$ cat src/rtl/riscv_mc_ctrl.sv
// Multi-cycle control sequencer: FETCH/DECODE/EXEC/MEM/WB with memory
// handshakes, sticky trap on timeout or illegal opcode, and an instret counter.
module riscv_mc_ctrl #(
  parameter int unsigned TIMEOUT = 16,
  parameter int unsigned CNT_W   = $clog2(TIMEOUT + 1)
) (
  input  logic        clk,
  input  logic        reset,
  input  logic [31:0] instruction,
  input  logic        imem_ack,
  input  logic        dmem_ack,
  input  logic        branch_taken,
  output logic        imem_req,
  output logic        ir_write,
  output logic        dmem_req,
  output logic        dmem_we,
  output logic        alu_src,
  output logic [1:0]  alu_op,
  output logic        pc_write,
  output logic        pc_src,
  output logic        reg_write,
  output logic        mem_to_reg,
  output logic        trap,
  output logic [1:0]  trap_cause,
  output logic [31:0] instret
);

  localparam logic [6:0] OP_R      = 7'b0110011;
  localparam logic [6:0] OP_I      = 7'b0010011;
  localparam logic [6:0] OP_LOAD   = 7'b0000011;
  localparam logic [6:0] OP_STORE  = 7'b0100011;
  localparam logic [6:0] OP_BRANCH = 7'b1100011;

  localparam logic [CNT_W-1:0] WAIT_LAST = CNT_W'(TIMEOUT - 1);

  typedef enum logic [2:0] {
    S_IDLE, S_FETCH, S_DECODE, S_EXEC, S_MEM, S_WB, S_TRAP
  } state_t;

  state_t           state_q, state_d;
  logic [6:0]       opcode_q, opcode_d;
  logic [CNT_W-1:0] wait_q, wait_d;
  logic [1:0]       cause_q, cause_d;
  logic [31:0]      instret_q, instret_d;

  logic unused_instr_bits;
  assign unused_instr_bits = ^instruction[31:7];

  // State, latched opcode, wait counter, trap cause and retire counter.
  always_ff @(posedge clk or posedge reset) begin
    if (reset) begin
      state_q   <= S_IDLE;
      opcode_q  <= '0;
      wait_q    <= '0;
      cause_q   <= '0;
      instret_q <= '0;
    end else begin
      state_q   <= state_d;
      opcode_q  <= opcode_d;
      wait_q    <= wait_d;
      cause_q   <= cause_d;
      instret_q <= instret_d;
    end
  end

  // Next-state and control strobes from state and latched opcode.
  always_comb begin
    state_d    = state_q;
    opcode_d   = opcode_q;
    wait_d     = wait_q;
    cause_d    = cause_q;
    imem_req   = 1'b0;
    ir_write   = 1'b0;
    dmem_req   = 1'b0;
    dmem_we    = 1'b0;
    alu_src    = 1'b0;
    alu_op     = 2'b00;
    pc_write   = 1'b0;
    pc_src     = 1'b0;
    reg_write  = 1'b0;
    mem_to_reg = 1'b0;
    trap       = 1'b0;
    trap_cause = 2'b00;

    unique case (state_q)
      S_IDLE: begin
        state_d = S_FETCH;
        wait_d  = '0;
      end
      S_FETCH: begin
        imem_req = 1'b1;
        if (imem_ack) begin
          ir_write = 1'b1;
          state_d  = S_DECODE;
        end else if (wait_q == WAIT_LAST) begin
          state_d = S_TRAP;
          cause_d = 2'b10;
        end else begin
          wait_d = wait_q + CNT_W'(1);
        end
      end
      S_DECODE: begin
        opcode_d = instruction[6:0];
        case (instruction[6:0])
          OP_R, OP_I, OP_LOAD, OP_STORE, OP_BRANCH: state_d = S_EXEC;
          default: begin
            state_d = S_TRAP;
            cause_d = 2'b01;
          end
        endcase
      end
      S_EXEC: begin
        case (opcode_q)
          OP_LOAD, OP_STORE: begin
            alu_src = 1'b1;
            alu_op  = 2'b00;
            state_d = S_MEM;
            wait_d  = '0;
          end
          OP_BRANCH: begin
            alu_op   = 2'b01;
            pc_write = 1'b1;
            pc_src   = branch_taken;
            state_d  = S_FETCH;
            wait_d   = '0;
          end
          OP_I: begin
            alu_src = 1'b1;
            alu_op  = 2'b10;
            state_d = S_WB;
          end
          default: begin
            alu_op  = 2'b10;
            state_d = S_WB;
          end
        endcase
      end
      S_MEM: begin
        dmem_req = 1'b1;
        dmem_we  = (opcode_q == OP_STORE);
        if (dmem_ack) begin
          if (opcode_q == OP_STORE) begin
            pc_write = 1'b1;
            state_d  = S_FETCH;
            wait_d   = '0;
          end else begin
            state_d = S_WB;
          end
        end else if (wait_q == WAIT_LAST) begin
          state_d = S_TRAP;
          cause_d = 2'b11;
        end else begin
          wait_d = wait_q + CNT_W'(1);
        end
      end
      S_WB: begin
        reg_write  = 1'b1;
        mem_to_reg = (opcode_q == OP_LOAD);
        pc_write   = 1'b1;
        state_d    = S_FETCH;
        wait_d     = '0;
      end
      S_TRAP: begin
        trap       = 1'b1;
        trap_cause = cause_q;
      end
      default: state_d = S_IDLE;
    endcase

    instret_d = pc_write ? instret_q + 32'd1 : instret_q;
  end

  assign instret = instret_q;

endmodule

$ cat config.mk
export PLATFORM = sky130hd
export DESIGN_NAME = riscv_mc_ctrl
export DESIGN_NICKNAME = d
export VERILOG_FILES = /design/src/rtl/riscv_mc_ctrl.sv
export SDC_FILE = /design/constraint.sdc
export NUM_CORES = 1
export LEC_CHECK = 0
export CORE_MARGIN = 10
export CORE_UTILIZATION = 46
export CTS_CLUSTER_DIAMETER = 50
export DETAILED_ROUTE_END_ITERATION = 8
export HOLD_SLACK_MARGIN = 0.12
export PLACE_DENSITY = 0.8
export SYNTH_ARGS = -nofsm -noshare
export SYNTH_HDL_FRONTEND = slang
export SYNTH_SLANG_ARGS = --single-unit
$ cat constraint.sdc
create_clock -name clk -period 2.25 [get_ports clk]
set_input_delay 0.5625 -clock clk [delete_from_list [all_inputs] [get_ports clk]]
set_output_delay 0.5625 -clock clk [all_outputs]
set_load 0.005 [all_outputs]
==> results of run 1 <==
-- area by class of cell --
cell class                 count  share of cell area, %
clock buffer                   6                   1.83
clock inverter                 2                  0.347
inverter                      16                   1.61
multi-input combinational    192                   37.8
sequential                    49                   30.9
tap                           72                   2.27
timing repair buffer         107                   25.2
-- worst max path at each step --
stage,start,end,cells past startpoint
after floorplan,opcode_q[3],mem_to_reg,4
after global placement,dmem_ack,pc_write,5
after detailed placement,dmem_ack,pc_write,5
after CTS,opcode_q[2],pc_src,8
after global routing,opcode_q[3],pc_src,8
final,opcode_q[3],alu_op[1],7
-- placed cells by master (no fill, tap or decap), types with 3 or more instances in the layout --
| cell | count |
|---|---|
| inv_1 | 13 |
| nor4_1 | 4 |
| nand4_1 | 9 |
| nor4_4 | 3 |
| o21ai_0 | 5 |
| nor2_4 | 3 |
| and3_1 | 4 |
| nor3_4 | 6 |
| mux2_2 | 7 |
| nor2_2 | 3 |
| xor2_1 | 20 |
| dlymetal6s2s_1 | 4 |
| a21oi_1 | 7 |
| nand2_1 | 17 |
| nand3_1 | 19 |
| nor2_1 | 13 |
| nand2b_1 | 3 |
| clkbuf_8 | 5 |
| nor3_2 | 4 |
| buf_6 | 16 |
| dfrtp_1 | 49 |
| or3_4 | 3 |
| nor2b_1 | 3 |
| nor4bb_1 | 3 |
| clkdlybuf4s50_1 | 44 |
| buf_4 | 37 |
| xnor2_1 | 11 |
-- critical path, stage by stage, from the launching register on --
cell and delay (ns):
dfrtp_1 0.40, or4b_4 0.56, buf_6 0.15, buf_4 0.13
o31ai_4 0.22, buf_6 0.14, inv_2 0.03, buf_6 0.10
-- repair_timing --
action / CTS / global route
pin swaps: 12 / 19
setup endpoints to repair: 13 / 32
resized for setup: 51 / 49
hold buffers: 0 / 0
buffers inserted: 12 / 13
-- sequential cells by signal (all words and copies together) (netlist names) --
| name | count |
|---|---|
| cause_q | 2 |
| instret | 32 |
| opcode_q | 7 |
| state_q | 3 |
| wait_q | 5 |
-- cells by family (layout without fill, tap and decap cells) --
group	after synthesis	in the layout	synth area share, %
and+or+nand+nor	123	123	26.5
DFF	49	49	47.1
xor gates and xnor gates	31	31	10.4
AOI/OAI and AO/OA	28	28	7.46
buffers and inverters	26	131	4.14
muxes	8	8	3.42
adders and majority gates	2	2	0.962
-- per-stage QoR --
step	utilization, %	cells
final	72.1	444
after global routing	72.1	444
after CTS	67.4	438
after detailed placement	63.0	418
after global placement	63.0	418
after floorplan	-	267
-- report_power, final --
part	switching, W	internal, W
Clock	0.000293	0.000222
Combinational	0.000656	0.000749
Sequential	0.000159	0.00102
Total	0.00111	0.00199
-- routing by layer --
metal	wire length, um	vias up	track usage [%]
met5	0	-	0
met4	103	0	3.24
met3	545	8	4.56
met2	3660	87	27.7
met1	2970	1182	17.0
li1	-	1147	-
==> impl_metrics.toml, run 1 <==
[layout]
final_nets = 410
multiInputGateArea_mm2 = 0.00150
fill_cells = 369
final_area_mm2 = 0.00397
drive_gt1_share_pct = 30.6
antennaDiodeCount = 0
syn2layout_area_growth_pct = 52.6
seq_area_mm2 = 0.00123

[worst_setup_path]
worst-r2r-cell-count = 9
timing.rr.end = "instret[19]"
crit_required_ns = 1.69
path_max_fanout = 3
reg2reg_from = "opcode_q[3]"
ff2ff_setup_slack_ns = -0.05
path_class = "reg2out"
start_kind = "flip-flop"
end_kind = "primary output"
worstPathArrival_ns = 2.01

[clock_tree]
clock_sinks = 49
clockBufferDepth = 2
cts_tree = "yes"
cts_max_level = 2
cts-root-buf = "clkbuf_8"
clk_transition_reported_paths_ns = 0.09
cts_buffers = 5
clk_latency_ns = 0.30

[power_and_ir_drop]
peakVddDrop_mv = 0.577
leakage_nw = 1.95
cellPowerDensity_mw_per_mm2 = 781
total_power_w = 0.00310

[die]
ios = 83
chipHeight_um = 95.2
core_mm2 = 0.00551
rows = 27
die_x_um = 95.2
initial_core_util_pct = 47.2
fp.dieArea_mm2 = 0.00906

[sta]
maxSlewHeadroom_pct = 69.6
finClkSkew_ns = 0.00889
whs_ns = 0.485
fmax_mhz = 388
setup_tns_ns = -1.78
final_hold_viol_count = 0
finalCriticalPeriod_ns = 2.58
worst_slack_ns = -0.326
tightest_slew_ns = 0.455
rsz0062_at_grt = "yes"
slew_viol_final = 0
setup_viol = 9
fin_crit_sh_pct = 114

[logic_synthesis]
syn_nets = 306
synth_top_area_cell = "dfrtp_1"
synthTopCellsByArea = "dfrtp_1 (47%), xor2_1 (6.7%), nand3_1 (3.8%)"
synth_seq_cells = 49
synth_top_area_share_pct = 47.1
synth_edf_count = 0
avgSynthCellArea_um2 = 9.74
async_reset_ff_share_pct = 100
seq_area_frac_synth_pct = 47.1
synth.distinct_cells = 50
synth_commonest_cells = "dfrtp_1 (49), nand3_1 (20), xor2_1 (20)"
syn_area_mm2 = 0.00260
synth_flop_cell = "dfrtp_1"
syn_inst = 267
synth.most_common_cell = "dfrtp_1"
yosys_warnings = 0

[place]
numPortBuffers = 57
hpwl_um = 4980
dpl_worst_slack_ns = -0.587
place_congestion = 0.839
dpl_cell_area_mm2 = 0.00347

[min_path]
holdCritStartpoint = "instret[31]"
hold_class = "reg2reg"
min_to = "instret[31]"
min_path_cells = 1

[run]
drv_cap = 0

[status]
status = "finished with violations"
violations = "setup timing"

[route]
totalWireLength_um = 7280
via_count = 2424
ant_nets = 0
via_per_inst = 5.46
wire_per_inst_um = 16.4
drt_iter0_drc = 122
dr.pass1.iters = 4
drc = 0

[grt]
grt_max_degree = 32
track_usage_pct = 15.2
grt_pass1_wl_um = 11200
grt_pass1_vias = 2426
antenna_found_initial = 0
gr-total-overflow = 0
Note: power is estimated with default switching activity, not from simulation.
==> run 2: changes to the inputs <==
- CORE_UTILIZATION: 46 -> 30
- PLACE_DENSITY: 0.8 -> unset
- SKIP_LAST_GASP: unset -> 1
==> run 2 against run 1 <==
The run still ends with setup timing left. Non-clock buffer count fell by 5. Die area rose by 41%. Register-to-register slack improved by 0.10 ns. Via count fell by 3.5%. Sequential power barely moved. Worst hold slack got worse by 0.018 ns. Worst setup slack improved by 0.12 ns. Combinational power rose by 7%. Largest power group unchanged.
==> impl_metrics.toml, run 2 (same netlist as run 1, synthesis figures left out) <==
[status]
status = "finished with violations"
violations = "setup timing"

[die]
rows = 33
fp.dieArea_mm2 = 0.0128
core_mm2 = 0.00834
die_x_um = 113
ios = 83
initial_core_util_pct = 31.2
chipHeight_um = 113

[place]
hpwl_um = 5100
place_congestion = 0.786
numPortBuffers = 57

[power_and_ir_drop]
pwr-share-seq_pct = 34.8
p_sw_w = 0.00115
cellPowerDensity_mw_per_mm2 = 841
leakage_nw = 1.84
peakVddDrop_mv = 0.524
pwr-share-clk_pct = 19.8
total_power_w = 0.00331
p_int_w = 0.00216
pwr-share-comb_pct = 45.3
swShare_pct = 34.8

[worst_setup_path]
end_kind = "primary output"
path_max_fanout = 3
crit_required_ns = 1.69
path_class = "reg2out"
path_cells = "or4b_4 -> or3_4 -> nor3b_2 -> buf_2"
worstPathArrival_ns = 1.89
max_stage_delay_ns = 0.54
start_kind = "flip-flop"
slowest_stage = "or4b_4"

[sta]
setup_tns_ns = -1.03
maxSlewHeadroom_pct = 71.2
worst_slack_ns = -0.206
fin_crit_sh_pct = 109
finClkSkew_ns = 0.00570
rsz0062_at_grt = "yes"
whs_ns = 0.467
tightest_slew_ns = 0.431
final_hold_viol_count = 0
fmax_mhz = 407
slew_viol_final = 0
setup_viol = 6
finalCriticalPeriod_ns = 2.46

[route]
drt_iter0_drc = 65
dr.pass1.iters = 4
drc = 0
via_count = 2338
wire_per_inst_um = 15.0
ant_nets = 0
via_per_inst = 4.95
totalWireLength_um = 7080

[grt]
track_usage_pct = 10.5
antenna_found_initial = 0
grt_pass1_wl_um = 11400
gr-total-overflow = 0
grt_max_degree = 32
grt_pass1_vias = 2384

[clock_tree]
clockBufferDepth = 2
clock_sinks = 49
clk_transition_reported_paths_ns = 0.10
cts-root-buf = "clkbuf_8"
cts_max_level = 2
cts_tree = "yes"
clk_latency_ns = 0.30
cts_buffers = 5

[layout]
final_nets = 405
seq_area_mm2 = 0.00123
syn2layout_area_growth_pct = 51.1
multiInputGateArea_mm2 = 0.00147
mostFrequentLayoutCells = "dfrtp_1 (49), clkdlybuf4s50_1 (42), buf_4 (37), xor2_1 (20), nand3_1 (19)"
drive_gt1_share_pct = 27.5
mostFrequentLayoutCell = "dfrtp_1"
final_util_pct = 47.1
antennaDiodeCount = 0
largest_register_ffs = 32
fill_cells = 788

[min_path]
hold_class = "reg2reg"

[run]
drv_cap = 0
## run 2: cell count changes in the layout (fill, tap and decap cells not counted), moves of 3 or more
cell and delta:
buf_6 -10, dlygate4sd2_1 +4, dlymetal6s2s_1 -3, nor3_1 +6
nor3_4 -5
## run 2: path summary, 6_finish.rpt
check / depth (start not counted) / from / slack (ns) / endpoint
max in group asynchronous: 3 / reset / 1.16 / instret[12]
min reg2reg: 1 / instret[31] / 0.47 / instret[31]
min in group asynchronous: 2 / reset / 0.56 / instret[26]
max reg2reg: 10 / opcode_q[2] / 0.05 / instret[19]
max: 4 / opcode_q[2] / -0.21 / mem_to_reg
min: 1 / instret[31] / 0.47 / instret[31]
## run 2: worst max-delay path, delay by kind of cell, from the launching register on
family	cells	cell delay [ns]
buffers and inverters	1	0.13
DFF	1	0.39
and+or+nand+nor	3	1.06
## run 2: timing repair
action,in CTS,in global routing
hold buffers,0,0
endpoints found under the setup margin,13,31
gates resized for setup,54,31
pin swaps,10,15
buffers inserted,8,4
## run 2: routing by layer
layer  part of all wire [%]  wire (um)  track usage (%)  up-vias
met5                      0          0                0        -
met4                   0.83         59             2.88        0
met3                    7.6        537             4.33        6
met2                     49       3440             17.4       55
met1                     43       3050             12.2     1144
li1                       -          -                -     1133
## run 2: layout make-up
type                       count  share of cell area (%)
tap                          105                    3.34
inverter                      16                    1.53
clock buffer                   5                    1.75
multi-input combinational    192                    37.3
clock inverter                 3                    1.11
timing repair buffer         102                    23.8
sequential                    49                    31.2
## run 2: metrics by stage
stage                     instances  worst slack, ns  instance area, um2
after floorplan                 267           0.0106                2600
after global placement          453           -0.603                3520
after detailed placement        453           -0.623                3520
after CTS                       469           -0.252                3780
after global routing            472           -0.300                3930
final                           472           -0.206                3930
## run 2: power by group through the flow
stage,clock network (W),registers (W),logic [W]
floorplan,0,0.00114,0.000656
global placement,0,0.00115,0.00122
detailed placement,0,0.00116,0.00123
CTS,0.000677,0.00115,0.00143
global route,0.000710,0.00117,0.00164
finish,0.000656,0.00115,0.00150
